**src/rtl/fire5_squeeze_ofm_writer_pkg.sv**
```systemverilog
// fire5_squeeze_ofm_writer_pkg: shared widths, feature-map word type and writer FSM states
package fire5_squeeze_ofm_writer_pkg;
    localparam int FM_WIDTH  = 16;
    localparam int FM_DSP_NO = 32;
    localparam int FM_WOUT   = 32;
    localparam int FIRE5_PIX = FM_WOUT * FM_WOUT;
    typedef logic [FM_WIDTH-1:0] fm_word_t;
    typedef enum logic [1:0] {IDLE, DRAIN, DONE} wr_state_t;
endpackage

```
**src/rtl/fire5_squeeze_ofm_writer_addr_gen.sv**
```systemverilog
// fm_addr_gen: channel/pixel counters producing the channel-major RAM address
module fm_addr_gen
    import fire5_squeeze_ofm_writer_pkg::*;
#(
    parameter int DSP_NO = FM_DSP_NO,
    parameter int PIX    = FIRE5_PIX,
    parameter int ADDR_W = $clog2(DSP_NO * PIX),
    parameter int CH_W   = $clog2(DSP_NO)
) (
    input  logic              i_clk,
    input  logic              i_rst_n,
    input  logic              i_step,
    output logic [CH_W-1:0]   o_ch,
    output logic [ADDR_W-1:0] o_addr,
    output logic              o_last_ch,
    output logic              o_last_pix
);
    localparam int PIX_W = $clog2(PIX);
    logic [CH_W-1:0]   r_ch;
    logic [PIX_W-1:0]  r_pix;
    logic [PIX_W-1:0]  w_pix_next;
    logic [ADDR_W-1:0] r_base;
    assign o_ch       = r_ch;
    assign o_addr     = r_base;
    assign o_last_ch  = r_ch == CH_W'(DSP_NO - 1);
    assign o_last_pix = r_pix == PIX_W'(PIX - 1);
    assign w_pix_next = o_last_pix ? '0 : r_pix + 1'b1;
    // base walks by one channel plane per step and restarts at the next pixel per vector
    always_ff @(posedge i_clk or negedge i_rst_n) begin
        if (!i_rst_n) begin
            r_ch   <= '0;
            r_pix  <= '0;
            r_base <= '0;
        end else if (i_step) begin
            r_ch   <= o_last_ch ? '0 : r_ch + 1'b1;
            r_pix  <= o_last_ch ? w_pix_next : r_pix;
            r_base <= o_last_ch ? ADDR_W'(w_pix_next) : r_base + ADDR_W'(PIX);
        end
    end
endmodule

```
**src/rtl/fire5_squeeze_ofm_writer.sv**
```systemverilog
// fire5_squeeze_ofm_writer: captures fire5_squeeze ofm vectors and serialises them
// channel-major into the fire5 feature-map RAM, with one pending skid vector
module fire5_squeeze_ofm_writer
    import fire5_squeeze_ofm_writer_pkg::*;
#(
    parameter int WIDTH  = FM_WIDTH,
    parameter int DSP_NO = FM_DSP_NO,
    parameter int WOUT   = FM_WOUT,
    parameter int ADDR_W = $clog2(DSP_NO * WOUT * WOUT)
) (
    input  logic              i_clk,
    input  logic              i_rst_n,
    input  logic              i_fire5_squeeze_sample,
    input  logic [WIDTH-1:0]  i_ofm [0:DSP_NO-1],
    output logic              o_ram_we,
    output logic [ADDR_W-1:0] o_ram_addr,
    output logic [WIDTH-1:0]  o_ram_wdata,
    output logic              o_ram_feedback,
    output logic              o_writer_done,
    output logic              o_overflow_err
);
    localparam int CH_W = $clog2(DSP_NO);
    wr_state_t         r_state;
    logic [WIDTH-1:0]  r_active [0:DSP_NO-1];
    logic [WIDTH-1:0]  r_pend   [0:DSP_NO-1];
    logic              r_pend_v;
    logic              r_we;
    logic [ADDR_W-1:0] r_addr;
    logic [WIDTH-1:0]  r_wdata;
    logic              r_done;
    logic              r_ovf;
    logic [CH_W-1:0]   w_ch;
    logic [ADDR_W-1:0] w_addr;
    logic              w_last_ch;
    logic              w_last_pix;
    logic              w_start;
    logic              w_drain;
    logic              w_step;
    logic              w_wrap;
    logic              w_finish;
    logic              w_load_act_ofm;
    logic              w_load_act_pend;
    logic              w_load_pend;
    logic              w_overflow;
    fm_addr_gen #(
        .DSP_NO (DSP_NO),
        .PIX    (WOUT * WOUT),
        .ADDR_W (ADDR_W),
        .CH_W   (CH_W)
    ) u_addr_gen (
        .i_clk      (i_clk),
        .i_rst_n    (i_rst_n),
        .i_step     (w_step),
        .o_ch       (w_ch),
        .o_addr     (w_addr),
        .o_last_ch  (w_last_ch),
        .o_last_pix (w_last_pix)
    );
    // an idle-time sample writes channel 0 straight from the input, so the first write follows by one cycle
    always_comb begin
        w_start         = r_state == IDLE && i_fire5_squeeze_sample;
        w_drain         = r_state == DRAIN;
        w_step          = w_start || w_drain;
        w_wrap          = w_drain && w_last_ch;
        w_finish        = w_wrap && w_last_pix;
        w_load_act_pend = w_wrap && !w_last_pix && r_pend_v;
        w_load_act_ofm  = w_start || (w_wrap && !w_last_pix && !r_pend_v && i_fire5_squeeze_sample);
        w_load_pend     = w_drain && !w_wrap && !r_pend_v && i_fire5_squeeze_sample;
        w_overflow      = w_drain && r_pend_v && i_fire5_squeeze_sample;
    end
    always_ff @(posedge i_clk) begin
        if (w_load_act_ofm) r_active <= i_ofm;
        else if (w_load_act_pend) r_active <= r_pend;
        if (w_load_pend) r_pend <= i_ofm;
    end
    always_ff @(posedge i_clk or negedge i_rst_n) begin
        if (!i_rst_n) begin
            r_state  <= IDLE;
            r_pend_v <= 1'b0;
            r_we     <= 1'b0;
            r_addr   <= '0;
            r_wdata  <= '0;
            r_done   <= 1'b0;
            r_ovf    <= 1'b0;
        end else begin
            r_we   <= w_step;
            r_done <= r_done || w_finish;
            r_ovf  <= r_ovf || w_overflow;
            if (w_step) begin
                r_addr  <= w_addr;
                r_wdata <= w_drain ? r_active[w_ch] : i_ofm[0];
            end
            if (w_load_pend) r_pend_v <= 1'b1;
            else if (w_load_act_pend || w_finish) r_pend_v <= 1'b0;
            case (r_state)
                IDLE:    r_state <= i_fire5_squeeze_sample ? DRAIN : IDLE;
                DRAIN:   r_state <= !w_wrap ? DRAIN : w_last_pix ? DONE :
                                    (r_pend_v || i_fire5_squeeze_sample) ? DRAIN : IDLE;
                default: r_state <= DONE;
            endcase
        end
    end
    assign o_ram_we       = r_we;
    assign o_ram_addr     = r_addr;
    assign o_ram_wdata    = r_wdata;
    assign o_ram_feedback = r_we || r_pend_v;
    assign o_writer_done  = r_done;
    assign o_overflow_err = r_ovf;
endmodule

```
**config.mk**
```make
export PLATFORM = sky130hd
export DESIGN_NAME = fire5_squeeze_ofm_writer
export DESIGN_NICKNAME = d
export VERILOG_FILES = /design/src/rtl/fire5_squeeze_ofm_writer_pkg.sv /design/src/rtl/fire5_squeeze_ofm_writer_addr_gen.sv /design/src/rtl/fire5_squeeze_ofm_writer.sv
export SDC_FILE = /design/constraint.sdc
export NUM_CORES = 1
export LEC_CHECK = 0
export CAP_MARGIN = 20
export CORE_MARGIN = 2
export CORE_UTILIZATION = 32
export DETAILED_ROUTE_END_ITERATION = 10
export PLACE_DENSITY = 0.59
export SYNTH_ARGS = -nofsm -noshare
export SYNTH_HDL_FRONTEND = slang
export SYNTH_HIERARCHICAL = 1
export SYNTH_SLANG_ARGS = --single-unit
```
**constraint.sdc**
```tcl
create_clock -name i_clk -period 51.7 [get_ports i_clk]
set_clock_uncertainty 0.15 [all_clocks]
set_input_delay 12.925 -clock i_clk [delete_from_list [all_inputs] [get_ports i_clk]]
set_output_delay 12.925 -clock i_clk [all_outputs]
set_load 0.02 [all_outputs]
```
Yosys cells after proc, flatten, opt, wreduce, memory -nomap -nowiden
Index checks and enable logic that the tools add are counted.
- reductions and logical operators: 26
- equality and inequality tests: 3
- bitwise logic cells: 1
- mux-type cells: 16
- order comparisons: 1
- add/sub/neg operators: 3
- operators with widths (operator ; count):
    512-bit 2-to-1 mux ; 2
    16-bit binary-select mux with 5-bit select ; 1
    16-bit 2-to-1 mux ; 3
    15-bit by 11-bit adder with 15-bit output, second input constant ; 1
    15-bit 2-to-1 mux ; 1
    1-bit logical AND ; 12
    10-bit by 1-bit adder with 10-bit output, second input constant ; 1
    10-bit equality test, second input constant ; 1
    10-bit 2-to-1 mux ; 1
    1-bit logical OR ; 7
    6-bit greater-or-equal comparator, second input constant ; 1
    5-bit inverter with 6-bit output ; 1
    5-bit by 1-bit adder with 5-bit output, second input constant ; 1
    5-bit equality test, second input constant ; 1
    5-bit 2-to-1 mux ; 1
    1-bit 2-to-1 mux ; 4
    2-bit 2-to-1 mux ; 2
    2-bit case mux with 2 select lines ; 1
    2-bit nonzero test ; 2
    1-bit logical NOT ; 3
    2-bit by 1-bit equality test with 1-bit output, second input constant ; 1
    2-bit logical NOT ; 1
    2-bit AND reduction ; 1
- logic and storage cells: 124
- register bits after elaboration: 1091

Logic depth before layout (Yosys ltp)
- depth in word-level cells: 7
- gate-level depth with buffers: 10

Cells and area by module
Netlist, hierarchy kept.
- by module, submodules not included (module ; area an instance (um^2) ; cells each ; instances):
    fire5_squeeze_ofm_writer ; 42976.2 ; 2146 ; 1
    fm_addr_gen ; 1490.2 ; 143 ; 1

Least setup slack after synthesis
OpenSTA, ideal clock, no wires.
- kind: in2reg
- start: in i_fire5_squeeze_sample
- end: reg r_active[0] (netlist bit), enable pin
- path slack: -1.290 ns
- required time: 49.404 ns
- arrival time: 50.695 ns
- cell stages on the path: 4
- path buffers: 2
- path through: clkbuf_1 > buf_1 > a21oi_1 > a211oi_1
- longest elaborated chain between the ends: 3
- elaborated cells between the ends (all ways): 4
- classes of those cells: reduce/logical: 4
- RTL lines (element ; line ; source):
    from (decl) ; fire5_squeeze_ofm_writer.sv:13 ; input logic i_fire5_squeeze_sample,
    1-bit logical AND (on tied branches) ; fire5_squeeze_ofm_writer.sv:61, fire5_squeeze_ofm_writer.sv:67 ;
    1-bit logical OR * ; fire5_squeeze_ofm_writer.sv:67 ; w_load_act_ofm = w_start || (w_wrap && !w_last_pix && !r_pend_v && i_fire5_squeeze_sample);
    2-bit nonzero test (no source line) * ; - ;
    to (signal assigned) ; fire5_squeeze_ofm_writer.sv:72 ; if (w_load_act_ofm) r_active <= i_ofm;
    to (signal assigned) ; fire5_squeeze_ofm_writer.sv:73 ; else if (w_load_act_pend) r_active <= r_pend;
    to (decl) ; fire5_squeeze_ofm_writer.sv:24 ; logic [WIDTH-1:0] r_active [0:DSP_NO-1];
Every way passes the cells marked *; elsewhere a longest branch is shown, timed or not.
A chain may end at the register's enable or synchronous reset.

Final worst setup path
- start: in i_fire5_squeeze_sample
- end: reg r_active[326] (netlist bit) (data pin)
- longest elaborated chain between the ends: 3
- elaborated cells between the ends (all ways): 4
- classes of those cells: mux: 1; reduce/logical: 3
- RTL lines (element ; line):
    1-bit logical AND (on tied branches) ; fire5_squeeze_ofm_writer.sv:61, fire5_squeeze_ofm_writer.sv:67
    1-bit logical OR * ; fire5_squeeze_ofm_writer.sv:67
    512-bit 2-to-1 mux * ; fire5_squeeze_ofm_writer.sv:72
Marked as above.

==> impl_summary.txt <==
----------------------------------------------------
[STA]
  RSZ-0062 raised after global routing ... no
  Sum Neg Setup Slack ... 0 ns
  Highest attainable clock frequency ... 0.0614 GHz
  Final setup violating endpoints ... 0
  Worst-Margin Slew ... 1.25 ns
  Final worst-path cycle share ... 0.315
  Final hold violation count ... 0
  Count of pins over their slew limit ... 0
  Min Tclk post-route ... 16.29 ns
  Slew headroom ... 0.164

[Run]
  Max-cap check violation count ... 0

[Placed design]
  DP Area ... 0.0519 sq mm
  Count of input and output buffers ... 549
  HPWL after detailed placement ... 86,000 um
  Placer congestion estimate ... 0.773

[Layout]
  Layout overhead on the synthesized area ... 25.6%
  Number of inserted filler cells in the final layout ... 12,400
  Final net count ... 3,386
  Final design instance area without fill ... 0.0559 sq mm
  Share of post-route cells with drive strength above 1 ... 0.296

[GRT]
  GRT Overall Usage ... 0.173
  Number of antenna violations at the first check in global routing ... 53
  Grt ovf ... 0
  Via count of the first global-routing pass ... 23,900
  Maximum number of pins on one net before global-route repair ... 171
  Wire length of the first global-routing pass ... 175,000 um

[Floorplanning]
  Area enclosed by the die boundary ... 0.142 sq mm
  DIE WIDTH ... 377 um
  Site row count ... 136
  Starting density of the core ... 0.323
  Core area ... 0.138 sq mm
  Chip Height ... 377 um
  Number of I/O pins ... 550

[Critical path]
  Worst Path Class, Setup ... input pin to flip-flop
  Maximum fanout along the worst path ... 70
  CP peak stage delay ... 0.88 ns
  CP Data Required Time ... 52.02 ns
  Critical path endpoint category ... flip-flop
  Crit-path most repeated cell ... buf_4
  Startpoint type of the worst setup path ... input pin
  Worst Path Arrival ... 16.61 ns
  Critical path's slowest cell ... buf_4
  Ordered cell list for the critical path ... buf_2, buf_4, nand2b_1, a21oi_4, buf_4, buf_4, mux2_2
  Path depth of the worst reg2reg path ... 10

[Yosys]
  Cell area after synthesis ... 0.0445 sq mm
  Yosys warning total ... 6
  Post-synth top area cell ... edfxtp_1
  Register bit total from synthesis ... 1,091
  Number of different library cells in the post-synthesis netlist ... 54
  Top cells by area, synth ... edfxtp_1 (69%), mux2_2 (14%), mux4_2 (4.6%)
  Synthesized area divided by synthesized cell count ... 19.4 sq um
  Portion of synthesized cell area occupied by the leading cell type ... 0.692
  Post-synthesis cell count ... 2,289
  Share of the yosys chip area belonging to registers ... 0.729
  Net count after synthesis ... 2,808

[Pwr]
  Power density of the placed cells ... 43.8 mW/mm^2
  P_leak ... 18.0 nW
  Worst IR drop on VDD ... 0.0332 mV

[Drt]
  Final routed wirelength across all metal layers ... 125,000 um
  Count of nets left with antenna violations after detail routing ... 0
  Average routed wire per standard cell ... 26.3 um
  Count of vias placed by the detailed router ... 23,600
  DR iter-0 viols ... 1,914
  Residual DRC count ... 0
  Via/cell ratio ... 4.93
  First-pass iteration count of the detailed router ... 4

[Clocking]
  TritonCTS clock tree ... yes
  Root buf cell ... clkbuf_16
  Latest clock arrival within the worst-skew pair ... 0.74 ns
  Clock sink total ... 1,091
  Number of instances resized during post-cts repair ... 0
  TritonCTS Buffers ... 118
  Number of buffers inserted for hold repair after clock tree synthesis ... 0
  Reg clk slew, reported paths ... 0.06 ns
  Number of setup buffers added after CTS ... 0
  Maximum clock path buffer count ... 3
  CTS H-tree lvls ... 3

[Outcome]
  Status ... complete, no violations

[Min path]
  Hold Path Class ... flip-flop to flip-flop
  Hold Path Stages ... 1

----------------------------------------------------
## metrics by stage
stage,hold WS [ns],setup slack (ns),power (mW),util,instances
global placement,0.304,34.73,1.63,0.377,4539
CTS,0.328,35.49,2.49,0.405,4760
detailed placement,0.308,34.68,1.63,0.377,4539
finish,0.328,35.41,2.45,0.406,4780
floorplan,0.296,1.62,1.43,-,2289
global route,0.339,35.26,2.54,0.406,4770
## layout by cell type (no fill, tap or decap), types with 22 or more instances in the layout
cell type,netlist,layout
a2111oi_0,23,23
a22oi_1,22,22
buf_4,12,29
clkbuf_16,0,122
clkdlybuf4s50_1,0,547
clkinv_1,0,29
clkinv_2,0,23
dfrtp_1,67,63
edfxtp_1,1024,1024
mux2_2,550,550
mux2i_1,79,79
mux4_2,90,90
nor2_1,27,27
nor2b_1,31,31
o21ai_0,24,24
o22ai_1,32,32
## flip-flops by register name, summed over array words and instances (netlist names)
signal / count
r_pend: 512
o_ram_addr: 15
o_ram_we: 1
r_active: 512
r_pend_v: 1
r_state: 2
u_addr_gen/o_ch: 5
o_overflow_err: 1
o_ram_wdata: 16
o_writer_done: 1
u_addr_gen/o_addr: 15
u_addr_gen/r_pix: 10
## logic make-up (layout without fill, tap and decap cells)
kind of cell / after synthesis / in the layout / synth area share
DFF: 1091 / 1091 / 0.729
muxes: 719 / 719 / 0.203
AOI/OAI and AO/OA: 174 / 174 / 0.0293
and+or+nand+nor: 151 / 151 / 0.0192
buffers and inverters: 137 / 816 / 0.0159
xor gates and xnor gates: 13 / 13 / 0.00256
adders and majority gates: 4 / 4 / 0.00113
other: 0 / 18 / 0
## worst paths after layout
| kind | start | to | slack (ns) |
|---|---|---|---|
| worst max-delay path | i_fire5_squeeze_sample | r_active[326]$_DFFE_PP_ | 35.41 |
| worst min register to register | o_writer_done$_DFF_PN0_ | o_writer_done$_DFF_PN0_ | 0.33 |
| worst max register to register | u_addr_gen/o_ch[1]$_DFFE_PN0P_ | r_active[326]$_DFFE_PP_ | 46.74 |
| max in group asynchronous | i_rst_n | u_addr_gen/o_ch[1]$_DFFE_PN0P_ | 38.48 |
| worst min-delay path | o_writer_done$_DFF_PN0_ | o_writer_done$_DFF_PN0_ | 0.33 |
| min in group asynchronous | i_rst_n | o_ram_addr[3]$_DFFE_PN0P_ | 12.16 |
## cell type report
cell class	count	area [sq um]	area share
diodes	18	45.0	0.000806
multi-input cells	1061	11400	0.203
clock buffers	145	3170	0.0567
repair buffers	585	5860	0.105
clock inverters	76	703	0.0126
flip-flops and latches	1091	32400	0.581
inverters	10	37.5	0.000672
well taps	1794	2240	0.0402
## cells in the mapped netlist, drive strengths merged
cell type,instances
or2,3
a221o,1
dfrtp,67
o22ai,32
nor2b,31
edfxtp,1024
and4,1
a211o,1
and2,19
or3b,1
inv,10
a31o,2
nand3,10
a31oi,2
a211oi,20
buf,98
nor3,8
ha,4
o31ai,1
mux2,550
nor2,27
o21bai,1
clkbuf,29
nor4,12
mux2i,79
xnor2,6
a2111oi,32
a22o,2
o21ai,25
xor2,7
a21oi,12
o22a,16
a21o,2
mux4,90
nand4,2
nand2,22
nand3b,4
o2bb2ai,3
a22oi,22
and3,2
nand2b,4
nor4b,5
## critical path: cells and delay by family
kind	cells	cell delay [ns]
compound gates	1	0.35
simple gates	1	0.54
mux	1	0.42
buf+inv	4	2.20
## report_power, final
| part | internal [mW] | switching, mW |
|---|---|---|
| logic | 0.215 | 0.308 |
| registers | 1.04 | 0.0360 |
| clock network | 0.485 | 0.358 |
## per-layer routing
| metal | vias to the layer above | global-route usage | wire (um) |
|---|---|---|---|
| met3 | 195 | 0.0556 | 10000 |
| met4 | 54 | 0.0537 | 2920 |
| met2 | 654 | 0.273 | 59300 |
| met5 | - | 0 | 302 |
| li1 | 10500 | - | - |
| met1 | 12200 | 0.226 | 52900 |
No activity file was read; power rests on OpenSTA's default activity.
